--- src/rtl/pipe_stall_pkg.sv ---
// Shared pipeline definitions for the stall controller: MD start encodings,
// busy-timer state encoding, the "operand unused" Tuse value and the
// per-operand hazard comparator used by the top level.
package pipe_stall_pkg;

   // Encoding of the EX-stage multiply/divide start request.
   typedef enum logic [1:0] {
      MD_NONE = 2'b00,
      MD_MULT = 2'b01,
      MD_DIV  = 2'b10,
      MD_RSVD = 2'b11
   } md_start_e;

   // Busy-timer states.
   typedef enum logic [0:0] {
      ST_IDLE = 1'b0,
      ST_BUSY = 1'b1
   } md_state_e;

   // Tuse value meaning "this source operand is not read".
   localparam logic [1:0] TUSE_UNUSED = 2'd3;

   // True when a source operand needs a value that EX or MEM will not have
   // ready in time. Register 0 never hazards because it is hard-wired.
   function automatic logic src_hazard(
      input logic [4:0] src,
      input logic [1:0] tuse,
      input logic [4:0] ex_dst,
      input logic [1:0] ex_tnew,
      input logic [4:0] mem_dst,
      input logic [1:0] mem_tnew
   );
      logic hit;
      hit = 1'b0;
      if ((src != 5'd0) && (tuse != TUSE_UNUSED)) begin
         hit = ((src == ex_dst)  && (ex_tnew  > tuse)) ||
               ((src == mem_dst) && (mem_tnew > tuse));
      end else begin
         hit = 1'b0;
      end
      return hit;
   endfunction

endpackage

--- src/rtl/md_busy_timer.sv ---
// Multiply/divide occupancy timer: counts down the fixed latency of the
// operation started in EX and flags any start request that arrives while
// the unit is still occupied.
module md_busy_timer
   import pipe_stall_pkg::*;
#(
   parameter int MULT_CYCLES = 5,
   parameter int DIV_CYCLES  = 10
) (
   input  logic       clk,
   input  logic       reset,
   input  logic [1:0] md_start_i,
   output logic       md_busy_o,
   output logic       md_err_o
);

   localparam int MAX_CYC = (MULT_CYCLES > DIV_CYCLES) ? MULT_CYCLES : DIV_CYCLES;
   localparam int CNT_W   = (MAX_CYC > 1) ? $clog2(MAX_CYC) : 1;
   localparam logic [CNT_W-1:0] MULT_LOAD = CNT_W'(MULT_CYCLES - 1);
   localparam logic [CNT_W-1:0] DIV_LOAD  = CNT_W'(DIV_CYCLES - 1);

   md_state_e        state_q, state_d;
   logic [CNT_W-1:0] cnt_q, cnt_d;
   logic             md_busy_q, md_busy_d;
   logic             md_err_q, md_err_d;
   logic             start_mult_s;
   logic             start_div_s;

   assign start_mult_s = (md_start_i == MD_MULT);
   assign start_div_s  = (md_start_i == MD_DIV);

   // Next-state logic: load on start in IDLE, count down in BUSY, flag restarts.
   always_comb begin
      state_d  = state_q;
      cnt_d    = cnt_q;
      md_err_d = md_err_q;
      case (state_q)
         ST_IDLE: begin
            if (start_mult_s) begin
               state_d = ST_BUSY;
               cnt_d   = MULT_LOAD;
            end else if (start_div_s) begin
               state_d = ST_BUSY;
               cnt_d   = DIV_LOAD;
            end else begin
               state_d = ST_IDLE;
            end
         end
         ST_BUSY: begin
            if (start_mult_s || start_div_s) begin
               md_err_d = 1'b1;
            end else begin
               md_err_d = md_err_q;
            end
            if (cnt_q == {CNT_W{1'b0}}) begin
               state_d = ST_IDLE;
            end else begin
               cnt_d = cnt_q - CNT_W'(1);
            end
         end
         default: begin
            state_d = ST_IDLE;
            cnt_d   = {CNT_W{1'b0}};
         end
      endcase
      md_busy_d = (state_d == ST_BUSY);
   end

   // State, counter and flag registers; reset aborts any operation at once.
   always_ff @(posedge clk or negedge reset) begin
      if (!reset) begin
         state_q   <= ST_IDLE;
         cnt_q     <= {CNT_W{1'b0}};
         md_busy_q <= 1'b0;
         md_err_q  <= 1'b0;
      end else begin
         state_q   <= state_d;
         cnt_q     <= cnt_d;
         md_busy_q <= md_busy_d;
         md_err_q  <= md_err_d;
      end
   end

   assign md_busy_o = md_busy_q;
   assign md_err_o  = md_err_q;

endmodule

--- src/rtl/pipe_stall_ctrl.sv ---
// Pipeline stall controller: Tuse/Tnew data-hazard detection, MD-unit
// structural hazard, bubble insertion and a saturating stall counter.
module pipe_stall_ctrl
   import pipe_stall_pkg::*;
#(
   parameter int MULT_CYCLES = 5,
   parameter int DIV_CYCLES  = 10
) (
   input  logic        clk,
   input  logic        reset,
   input  logic [4:0]  id_rs,
   input  logic [4:0]  id_rt,
   input  logic [1:0]  id_rs_tuse,
   input  logic [1:0]  id_rt_tuse,
   input  logic        id_is_md,
   input  logic [4:0]  ex_dst,
   input  logic [1:0]  ex_tnew,
   input  logic [4:0]  mem_dst,
   input  logic [1:0]  mem_tnew,
   input  logic [1:0]  ex_md_start,
   output logic        stall,
   output logic        id_ex_flush,
   output logic        md_busy,
   output logic        md_err,
   output logic [15:0] stall_cnt
);

   logic        rs_hazard_s;
   logic        rt_hazard_s;
   logic        md_hazard_s;
   logic        stall_s;
   logic        md_busy_s;
   logic [15:0] stall_cnt_q, stall_cnt_d;

   md_busy_timer #(
      .MULT_CYCLES (MULT_CYCLES),
      .DIV_CYCLES  (DIV_CYCLES)
   ) u_md_busy_timer (
      .clk        (clk),
      .reset      (reset),
      .md_start_i (ex_md_start),
      .md_busy_o  (md_busy_s),
      .md_err_o   (md_err)
   );

   // Hazard combination: stall must act in the same cycle the ID instruction is seen.
   always_comb begin
      rs_hazard_s = src_hazard(id_rs, id_rs_tuse, ex_dst, ex_tnew, mem_dst, mem_tnew);
      rt_hazard_s = src_hazard(id_rt, id_rt_tuse, ex_dst, ex_tnew, mem_dst, mem_tnew);
      md_hazard_s = 1'b0;
      if (id_is_md) begin
         md_hazard_s = md_busy_s || (ex_md_start == MD_MULT) || (ex_md_start == MD_DIV);
      end else begin
         md_hazard_s = 1'b0;
      end
      stall_s = rs_hazard_s | rt_hazard_s | md_hazard_s;
   end

   // Saturating stall-cycle counter next value.
   always_comb begin
      stall_cnt_d = stall_cnt_q;
      if (stall_s && (stall_cnt_q != 16'hFFFF)) begin
         stall_cnt_d = stall_cnt_q + 16'd1;
      end else begin
         stall_cnt_d = stall_cnt_q;
      end
   end

   // Stall counter register.
   always_ff @(posedge clk or negedge reset) begin
      if (!reset) begin
         stall_cnt_q <= 16'd0;
      end else begin
         stall_cnt_q <= stall_cnt_d;
      end
   end

   assign stall       = stall_s;
   assign id_ex_flush = stall_s;
   assign md_busy     = md_busy_s;
   assign stall_cnt   = stall_cnt_q;

endmodule

--- config.mk ---
export PLATFORM = sky130hd
export DESIGN_NAME = pipe_stall_ctrl
export DESIGN_NICKNAME = d
export VERILOG_FILES = /design/src/rtl/pipe_stall_pkg.sv /design/src/rtl/md_busy_timer.sv /design/src/rtl/pipe_stall_ctrl.sv
export SDC_FILE = /design/constraint.sdc
export NUM_CORES = 1
export LEC_CHECK = 0
export ABC_AREA = 1
export BUFFER_PORTS_ARGS = -buffer_cell sky130_fd_sc_hd__buf_2
export CELL_PAD_IN_SITES_DETAIL_PLACEMENT = 0
export CELL_PAD_IN_SITES_GLOBAL_PLACEMENT = 1
export CORE_UTILIZATION = 36
export DETAILED_ROUTE_END_ITERATION = 10
export HOLD_SLACK_MARGIN = 0.05
export PLACE_DENSITY = 0.87
export SLEW_MARGIN = 15
export SYNTH_ARGS = -nofsm -noshare
export SYNTH_HDL_FRONTEND = slang
export SYNTH_SLANG_ARGS = --single-unit
--- constraint.sdc ---
create_clock -name clk -period 2.4 [get_ports clk]
set_input_delay 0.48 -clock clk [delete_from_list [all_inputs] [get_ports clk]]
set_output_delay 0.48 -clock clk [all_outputs]
set_load 0.01 [all_outputs]
==> results of run 1 <==
## critical path, stage by stage
cell and delay, ns:
sky130_fd_sc_hd__buf_2 0.09, sky130_fd_sc_hd__inv_1 0.05, sky130_fd_sc_hd__ha_1 0.30, sky130_fd_sc_hd__a21oi_1 0.17
sky130_fd_sc_hd__nor2_1 0.05, sky130_fd_sc_hd__nand3_1 0.07, sky130_fd_sc_hd__nand2_1 0.06, sky130_fd_sc_hd__nand2_1 0.08
sky130_fd_sc_hd__nand3_2 0.13, sky130_fd_sc_hd__buf_2 0.17
## synth_stat cells, drive strengths merged
master    n  share of area
a21oi     5          0.013
a22oi     2         0.0078
buf       3          0.012
dfrtp    22           0.29
ha       13          0.085
inv      58           0.11
nand2   105           0.21
nand3    32          0.095
nand4     4          0.013
nor2     24          0.056
nor2b     1         0.0033
nor3      4          0.016
nor4      1         0.0033
o21ai     7          0.018
o21bai    2         0.0078
o31ai     1         0.0039
xnor2     3          0.014
xor2      9          0.041
## registers in the layout (all words and copies together), names as in the netlist
signal / flops
stall_cnt: 16
u_md_busy_timer.cnt_q: 4
u_md_busy_timer.md_err_o: 1
u_md_busy_timer.state_q: 1
## per-layer routing
layer / part of all wire / routed length [um] / global-route usage
met1: 0.47 / 1970 / 0.180
met5: 0 / 0 / 0
met4: 0.012 / 48 / 0.0503
met2: 0.49 / 2050 / 0.294
met3: 0.021 / 88 / 0.0161
## where the power goes
part	internal (mW)	leakage [nW]	switching, mW	total, mW
clock	0.146	0.0288	0.122	0.268
combinational	0.246	1.05	0.344	0.591
sequential	0.462	0.282	0.0835	0.545
## through the flow
step,area (um2),hold slack (ns),worst slack (ns),cells,utilization
2_1_floorplan,1910,0.184,0.244,296,-
4_1_cts,2310,0.190,0.250,421,0.452
3_5_place_dp,2250,0.474,0.258,417,0.441
3_3_place_gp,2250,0.467,0.273,417,0.441
5_1_grt,2310,0.228,0.117,421,0.452
6_report,2310,0.177,0.269,421,0.452
## final cells by class
| type | instances | area (um2) | share of cell area |
|---|---|---|---|
| well taps | 70 | 87.6 | 0.0379 |
| clock buffers | 4 | 55.1 | 0.0238 |
| repair buffers | 54 | 275 | 0.119 |
| flip-flops and latches | 22 | 551 | 0.238 |
| inverters | 58 | 218 | 0.0943 |
| multi-input cells | 213 | 1120 | 0.486 |
## how the worst max path moves through the flow
stage | start | to | depth (start not counted)
finish | id_rs_tuse[1] | id_ex_flush | 10
floorplan | id_rt_tuse[1] | stall | 13
global route | id_rs_tuse[1] | id_ex_flush | 11
CTS | id_rs_tuse[1] | id_ex_flush | 10
detailed placement | id_rt_tuse[1] | id_ex_flush | 13
global placement | id_rs_tuse[1] | id_ex_flush | 11
## kinds of logic (layout without fill, tap and decap cells)
| logic type | count (synthesis) | count (layout) | share of synthesized area |
|---|---|---|---|
| xor+xnor | 12 | 12 | 0.0549 |
| simple gates | 171 | 171 | 0.396 |
| compound gates | 17 | 17 | 0.0510 |
| fa+ha+maj | 13 | 13 | 0.0850 |
| flops | 22 | 22 | 0.288 |
| buf+inv | 61 | 116 | 0.126 |
==> reports/metrics.cfg, run 1 <==
[outcome]
result_of_the_run=complete, no violations

[timing]
final.min_clock_period_ns=2.13
grt_setup_unrepaired=false
timing.final.setup_violations=0
final.setup_skew_ns=0.00318
tightestPinTransition_ns=0.503
relSlewSlack=0.665
slew_violations=0
achievable-frequency_mhz=469
share_of_the_cycle_needed_by_the_critical_path_after_routing=0.888
hold_violations=0
setup_tns_ns=0

[layout]
final_cell_mix=sky130_fd_sc_hd__nand2_1, sky130_fd_sc_hd__inv_1, sky130_fd_sc_hd__buf_2
fill_cell_total_of_the_finished_layout=553
layout_nets=398
final_layout_size_suffix_gt1_frac=0.194
flow.area_growth_from_synthesis_pct=20.7
most_common_cell_after_layout_fill_and_taps_aside=sky130_fd_sc_hd__nand2_1
n_antenna_cell=0

[yosys]
post_synth_inst_count=296
synth-seq-area-share=0.288
yosysWarningCount=0
synthesized_nets=342
yosysUniqueCellTypes=24
syn_area_mm2=0.00191
synth.ff_latch_count=22
synth.avg_cell_area_um2=6.46

[power_and_ir_drop]
power_mw=1.40
power_density_mw_per_mm2=608
power.ir.vdd_worst_uv=268
p_leak_nw=1.36

[placed_design]
buffer_ports.inserted=52
dp_hpwl_um=3500
gpl.final_weighted_congestion=0.823

[detailed_routing]
drt_iter0_markers=79
drtAntennaViolNets=0
detailroute.via_count=1896
detail_route.vias_per_cell=4.50
detail_route.first_pass.iterations=4
totalWireLength_um=4150
wl_per_cell_um=9.86
drc_errors=0

[floorplan]
initial_utilization=0.375
die-area_mm2=0.00561
floorplan.io_pins=53
placeableCoreArea_mm2=0.00511
die-height_um=74.9
rows=26
die_w_um=74.9

[grt]
maximum_number_of_pins_on_one_net_before_global_route_repair=23
antenna_found_initial=0
grt.overflow.total=0
grt_first_pass_wirelength_um=6700
globalRouteTotalUtil=0.155
first_global_vias=1622

[clock_tree]
clk_sinks=22
post_cts_hold_buffer_count=0
clock_tree.buffer_depth=2
cts_htree_levels=1
clockRootBuffer=sky130_fd_sc_hd__clkbuf_8
cts_setup_buffers=0
ctsResizeCount=0
numCtsBuffers=3
clk-insertion-delay-late_ns=0.26
tritoncts=yes
clkSlewWorstSetupHoldPaths_ns=0.08

[run]
cap_violations=0

[worst_setup_path]
regToRegStartpoint=stall_cnt[0]$_DFFE_PN0P_
critical_path_peak_fanout=4
endpoint_kind=output port
worst_ep_arrival_ns=1.65
critical_path_class=primary input to output port
reg2reg_to=stall_cnt[13]$_DFFE_PN0P_
setup_crit_start_kind=primary input
r2r_setup_slack_ns=0.67
ff2ff_path_depth=9
req_time_crit_path_ns=1.92

[min_path]
worstHoldPathType=primary input to asynchronous set/reset pin

No activity file was read; power rests on OpenSTA's default activity.
==> run 2, diff against run 1 <==
--- a/config.mk
+++ b/config.mk
@@ -12,7 +12,7 @@
 export CORE_UTILIZATION = 36
 export DETAILED_ROUTE_END_ITERATION = 10
 export HOLD_SLACK_MARGIN = 0.05
-export PLACE_DENSITY = 0.87
+export PLACE_DENSITY_LB_ADDON = 0.2
 export SLEW_MARGIN = 15
 export SYNTH_ARGS = -nofsm -noshare
 export SYNTH_HDL_FRONTEND = slang
==> run 2 against run 1 <==
  * The flow now finishes with violations (design-rule violations)
  * Sequential share of layout area rose by 0.14 points
  * Die area did not move
  * Via count fell by 2.2%
  * Cell count fell by 0.24%
  * Core utilization fell by 0.27 points
  * First-iteration DRC count fell by 18%
  * Cell area fell by 0.60%
  * Combinational power barely moved
  * Critical endpoint unchanged
  * Largest power group unchanged
  * Highest routed layer unchanged
==> reports/metrics.cfg, run 2 (synthesis gave the netlist of run 1 again) <==
[outcome]
result_of_the_run=finished, violations left
failed_checks=design-rule violations

[placed_design]
buffer_ports.inserted=52  ; unchanged
gpl.final_weighted_congestion=0.822  ; about the same
placed_area_mm2=0.00225  ; unchanged
dp_hpwl_um=3660  ; +4.5%

[timing]
grt_setup_unrepaired=false
slew_violations=0  ; unchanged
relSlewSlack=0.655  ; -0.00945
final.min_clock_period_ns=2.18  ; +0.0499 ns
hold_violations=0  ; unchanged
final.setup_skew_ns=0.00891  ; +0.00573 ns
setup_tns_ns=0  ; unchanged
timing.final.setup_violations=0  ; unchanged
achievable-frequency_mhz=459  ; -2.3%
share_of_the_cycle_needed_by_the_critical_path_after_routing=0.909  ; +0.0208
tightestPinTransition_ns=0.517  ; +0.0142 ns

[layout]
layout.cell_area.non_filler_mm2=0.00229  ; -0.60%
n_antenna_cell=0  ; unchanged
fill_cell_total_of_the_finished_layout=559  ; +1.1%
final_layout_size_suffix_gt1_frac=0.191  ; -0.00230
seq_area_um2=551  ; unchanged
most_common_cell_after_layout_fill_and_taps_aside=sky130_fd_sc_hd__nand2_1
final_cell_mix=sky130_fd_sc_hd__nand2_1, sky130_fd_sc_hd__inv_1, sky130_fd_sc_hd__buf_2
layout_nets=398  ; unchanged
multiInputGateArea_mm2=0.00112  ; unchanged
flow.area_growth_from_synthesis_pct=19.9
flip_flop_count_of_the_largest_register_all_copies_and_words_added=16  ; unchanged

[floorplan]
die_w_um=74.9  ; unchanged
die-height_um=74.9  ; unchanged
rows=26  ; unchanged
die-area_mm2=0.00561  ; unchanged
initial_utilization=0.375  ; unchanged
placeableCoreArea_mm2=0.00511  ; unchanged
floorplan.io_pins=53  ; unchanged

[grt]
globalRouteTotalUtil=0.165  ; +0.0104
maximum_number_of_pins_on_one_net_before_global_route_repair=23  ; unchanged
grt_first_pass_wirelength_um=7200  ; +7.4%
grt.overflow.total=0  ; unchanged
antenna_found_initial=0  ; unchanged
first_global_vias=1636  ; +0.86%

[worst_setup_path]
critPathMostFrequentCell=sky130_fd_sc_hd__nand2_1
worst_ep_arrival_ns=1.70  ; +0.05 ns
endpoint_kind=output port
max_stage_delay_ns=0.30  ; about the same
req_time_crit_path_ns=1.92  ; about the same
critical_path_class=primary input to output port
reg2reg_to=stall_cnt[13]$_DFFE_PN0P_
cpLargestDelayFamily=simple AND/OR/NAND/NOR gates
ff2ff_path_depth=9  ; unchanged
cp_slowest_cell=sky130_fd_sc_hd__ha_1
critical_path_peak_fanout=6  ; +2
worstPathCellList=buf_2, inv_1, ha_1, nand2_1, inv_1, nor2_1, nand2_1, nor2_1, nand2_1, nand2_1, nand2_1, nand3_2, buf_2
r2r_setup_slack_ns=0.68  ; about the same
path_buf_inv=4  ; +1
setup_crit_start_kind=primary input
regToRegStartpoint=stall_cnt[0]$_DFFE_PN0P_

[detailed_routing]
totalWireLength_um=4320  ; +4.0%
detail_route.vias_per_cell=4.42  ; -1.9%
drt_iter0_markers=65  ; -18%
drtAntennaViolNets=0  ; unchanged
drc_errors=1  ; +1
detail_route.first_pass.iterations=7  ; +3
detailroute.via_count=1855  ; -2.2%
wl_per_cell_um=10.3  ; +4.2%

[run]
cap_violations=0  ; unchanged

[clock_tree]
clk_sinks=22  ; unchanged
cts_htree_levels=1  ; unchanged
clock_tree.buffer_depth=2  ; unchanged
clockRootBuffer=sky130_fd_sc_hd__clkbuf_8
numCtsBuffers=3  ; unchanged
tritoncts=yes
clkSlewWorstSetupHoldPaths_ns=0.08  ; about the same
clk-insertion-delay-late_ns=0.26  ; about the same
post_cts_hold_buffer_count=0  ; unchanged
cts_setup_buffers=0  ; unchanged
ctsResizeCount=0  ; unchanged

[power_and_ir_drop]
power.combinational.fraction=0.433  ; +0.012
sw_frac_of_total=0.398  ; +0.00660
power_density_mw_per_mm2=593  ; -2.5%
internal_pwr_total_mw=0.820  ; -4.1%
seqPwrFrac=0.399  ; +0.010
pwr-share-clk=0.168  ; -0.023
total_switching_power_mw=0.541  ; -1.4%
power_mw=1.36  ; -3.1%
p_leak_nw=1.36  ; -0.53%
power.ir.vdd_worst_uv=239  ; -11%

[min_path]
worstHoldPathType=primary input to asynchronous set/reset pin

run 2: metal layers:
layer / wire, um / vias to the layer above / GRT usage
met4: 26 / 0 / 0.0314
met1: 2230 / 800 / 0.234
met2: 1910 / 32 / 0.268
met3: 145 / 2 / 0.0241
li1: - / 1021 / -
met5: 0 / - / 0
run 2: final cells by class:
| cell class | count | area share |
|---|---|---|
| Tap cell | 70 | 0.0382 |
| Sequential cell | 22 | 0.240 |
| Multi-Input combinational cell | 213 | 0.489 |
| Timing Repair Buffer | 54 | 0.120 |
| Clock buffer | 3 | 0.0180 |
| Inverter | 58 | 0.0949 |
run 2: worst max path at each step:
| stage | start | endpoint | slack [ns] | cells after the start |
|---|---|---|---|---|
| floorplan | id_rt_tuse[1] | stall | 0.24 | 13 |
| global placement | id_rt_tuse[1] | id_ex_flush | 0.24 | 13 |
| detailed placement | id_rt_tuse[1] | id_ex_flush | 0.22 | 13 |
| CTS | id_rt_tuse[1] | id_ex_flush | 0.21 | 13 |
| global route | id_rs_tuse[1] | id_ex_flush | 0.10 | 10 |
| finish | id_rt_tuse[1] | id_ex_flush | 0.22 | 13 |
run 2: power groups by stage:
stage | logic (mW) | clock network (mW) | registers [mW]
after floorplan | 0.396 | 0 | 0.564
after global placement | 0.596 | 0 | 0.550
after detailed placement | 0.598 | 0 | 0.553
after CTS | 0.600 | 0.241 | 0.545
after global routing | 0.694 | 0.252 | 0.561
final | 0.589 | 0.229 | 0.543
run 2: stage by stage:
stage / hold WS, ns / setup slack, ns / utilization / instances
floorplan: 0.184 / 0.244 / - / 296
CTS: 0.203 / 0.212 / 0.449 / 420
global placement: 0.461 / 0.241 / 0.441 / 417
detailed placement: 0.474 / 0.216 / 0.441 / 417
global route: 0.227 / 0.100 / 0.449 / 420
finish: 0.185 / 0.219 / 0.449 / 420
==> run 3, diff against run 2 <==
--- a/config.mk
+++ b/config.mk
@@ -9,6 +9,7 @@
 export BUFFER_PORTS_ARGS = -buffer_cell sky130_fd_sc_hd__buf_2
 export CELL_PAD_IN_SITES_DETAIL_PLACEMENT = 0
 export CELL_PAD_IN_SITES_GLOBAL_PLACEMENT = 1
+export CORE_ASPECT_RATIO = 0.8
 export CORE_UTILIZATION = 36
 export DETAILED_ROUTE_END_ITERATION = 10
 export HOLD_SLACK_MARGIN = 0.05
==> run 3 against run 2 <==
  * The flow now finishes without violations
  * Clock-buffer cell count did not move
  * Sequential share of layout area is 0.28 points lower
  * Maximum frequency fell by 3.0%
  * First-iteration DRC count increased by 62%
  * Cell area increased by 1.2%
  * Routed wire length increased by 2.4%
  * Core utilization is 0.92 points higher
  * Largest power group unchanged
  * Highest routed layer unchanged
==> reports/metrics.cfg, run 3 (synthesis gave the netlist of run 1 again) <==
[timing]
achievable-frequency_mhz=445  ; -3.0%
slew_violations=0  ; unchanged
share_of_the_cycle_needed_by_the_critical_path_after_routing=0.937  ; +0.0284
timing.final.setup_violations=0  ; unchanged
final.setup_skew_ns=0.00391  ; -0.00500 ns
final.min_clock_period_ns=2.25  ; +0.0682 ns
relSlewSlack=0.654  ; -0.00135
tightestPinTransition_ns=0.519  ; +0.00202 ns
setup_tns_ns=0  ; unchanged
hold_violations=0  ; unchanged
grt_setup_unrepaired=false

[grt]
antenna_found_initial=0  ; unchanged
first_global_vias=1535  ; -6.2%
globalRouteTotalUtil=0.165  ; -0.000792
grt_first_pass_wirelength_um=7340  ; +2.0%
grt.overflow.total=0  ; unchanged
maximum_number_of_pins_on_one_net_before_global_route_repair=23  ; unchanged

[floorplan]
die-area_mm2=0.00561  ; about the same
placeableCoreArea_mm2=0.00506  ; -0.83%
initial_utilization=0.378  ; +0.00315
floorplan.io_pins=53  ; unchanged
rows=23  ; -12%
die-height_um=67.2  ; -10%
die_w_um=83.5  ; +11%

[power_and_ir_drop]
power.ir.vdd_worst_uv=343  ; +43%
power_density_mw_per_mm2=644  ; +8.6%
p_leak_nw=1.37  ; +1.4%
power_mw=1.50  ; +10%

[layout]
flip_flop_count_of_the_largest_register_all_copies_and_words_added=16  ; unchanged
most_common_cell_after_layout_fill_and_taps_aside=sky130_fd_sc_hd__nand2_1
final_core_util=0.458  ; +0.00921
flow.area_growth_from_synthesis_pct=21.4
n_antenna_cell=0  ; unchanged
final_layout_size_suffix_gt1_frac=0.196  ; +0.00459
layout.cell_area.non_filler_mm2=0.00232  ; +1.2%
layout_nets=399  ; +0.25%
final_cell_mix=sky130_fd_sc_hd__nand2_1, sky130_fd_sc_hd__inv_1, sky130_fd_sc_hd__buf_2

[detailed_routing]
drt_iter0_markers=105  ; +62%
totalWireLength_um=4420  ; +2.4%
detail_route.vias_per_cell=4.44  ; +0.63%
drtAntennaViolNets=0  ; unchanged
wl_per_cell_um=10.7  ; +3.8%
detailroute.via_count=1840  ; -0.81%
detail_route.first_pass.iterations=4  ; -3
drc_errors=0  ; -1

[clock_tree]
cts_setup_buffers=0  ; unchanged
clockRootBuffer=sky130_fd_sc_hd__clkbuf_8
ctsResizeCount=0  ; unchanged
post_cts_hold_buffer_count=0  ; unchanged
cts_htree_levels=1  ; unchanged
clk-insertion-delay-late_ns=0.27  ; about the same
numCtsBuffers=3  ; unchanged
clk_sinks=22  ; unchanged
tritoncts=yes
clock_tree.buffer_depth=2  ; unchanged
clkSlewWorstSetupHoldPaths_ns=0.08  ; about the same

[worst_setup_path]
critical_path_peak_fanout=5  ; -1
cp_slowest_cell=sky130_fd_sc_hd__ha_1
endpoint_kind=output port
setup_crit_start_kind=primary input
req_time_crit_path_ns=1.92  ; about the same
worstPathCellList=buf_2, inv_1, ha_1, a21oi_1, nor2_1, nand3_1, nand2_1, nand2_1, nand3_2, buf_2
worst_ep_arrival_ns=1.77  ; +0.07 ns
critical_path_class=primary input to output port
max_stage_delay_ns=0.30  ; about the same

[placed_design]
dp_hpwl_um=3670  ; +0.31%
buffer_ports.inserted=52  ; unchanged
placed_area_mm2=0.00225  ; -0.11%
gpl.final_weighted_congestion=0.849  ; +3.3%

[min_path]
worstHoldPathType=primary input to asynchronous set/reset pin

[outcome]
result_of_the_run=complete, no violations

[run]
cap_violations=0  ; unchanged

==> run 3: path summary, 6_finish.rpt <==
kind | startpoint | endpoint | slack [ns] | cells after the start
max reg2reg | stall_cnt[0]$_DFFE_PN0P_ | stall_cnt[13]$_DFFE_PN0P_ | 0.69 | 9
min in group clk | u_md_busy_timer.md_err_o$_DFFE_PN0P_ | u_md_busy_timer.md_err_o$_DFFE_PN0P_ | 0.47 | 1
min reg2reg | u_md_busy_timer.md_err_o$_DFFE_PN0P_ | u_md_busy_timer.md_err_o$_DFFE_PN0P_ | 0.47 | 1
min | reset | u_md_busy_timer.state_q$_DFF_PN0_ | 0.18 | 1
max | id_rs_tuse[1] | id_ex_flush | 0.15 | 10
max in group asynchronous | reset | stall_cnt[1]$_DFFE_PN0P_ | 1.88 | 1
==> run 3: stage by stage <==
stage,hold WS [ns],std cells,worst slack (ns)
after floorplan,0.184,296,0.244
after global placement,0.461,410,0.176
after detailed placement,0.457,410,0.192
after CTS,0.188,414,0.187
after global routing,0.213,414,0.0744
final,0.178,414,0.151
==> run 3: routing by layer <==
layer  vias up  global-route usage  wire length [um]
met5         -                   0                 0
met1       774               0.270              2640
met2        38               0.219              1570
li1       1026                   -                 -
met4         0              0.0127                19
met3         2              0.0355               188
==> run 3: worst max-delay path: cells and delay by family <==
family,cells,cell delay (ns)
buffers and inverters,3,0.32
adders and majority gates,1,0.30
and+or+nand+nor,5,0.44
AOI/OAI and AO/OA,1,0.23
==> run 3: where the power goes <==
group	internal (mW)	total [mW]	switching (mW)
sequential	0.462	0.548	0.0858
clock	0.223	0.355	0.132
combinational	0.250	0.594	0.344
==> run 3: final cells by class <==
| cell class | count | area [um2] |
|---|---|---|
| fill | 542 | 2740 |
| clock inverter | 1 | 30.0 |
| timing repair buffer | 55 | 283 |
| sequential | 22 | 551 |
| inverter | 58 | 218 |
| multi-input combinational | 213 | 1120 |
| clock buffer | 3 | 41.3 |
| tap | 62 | 77.6 |
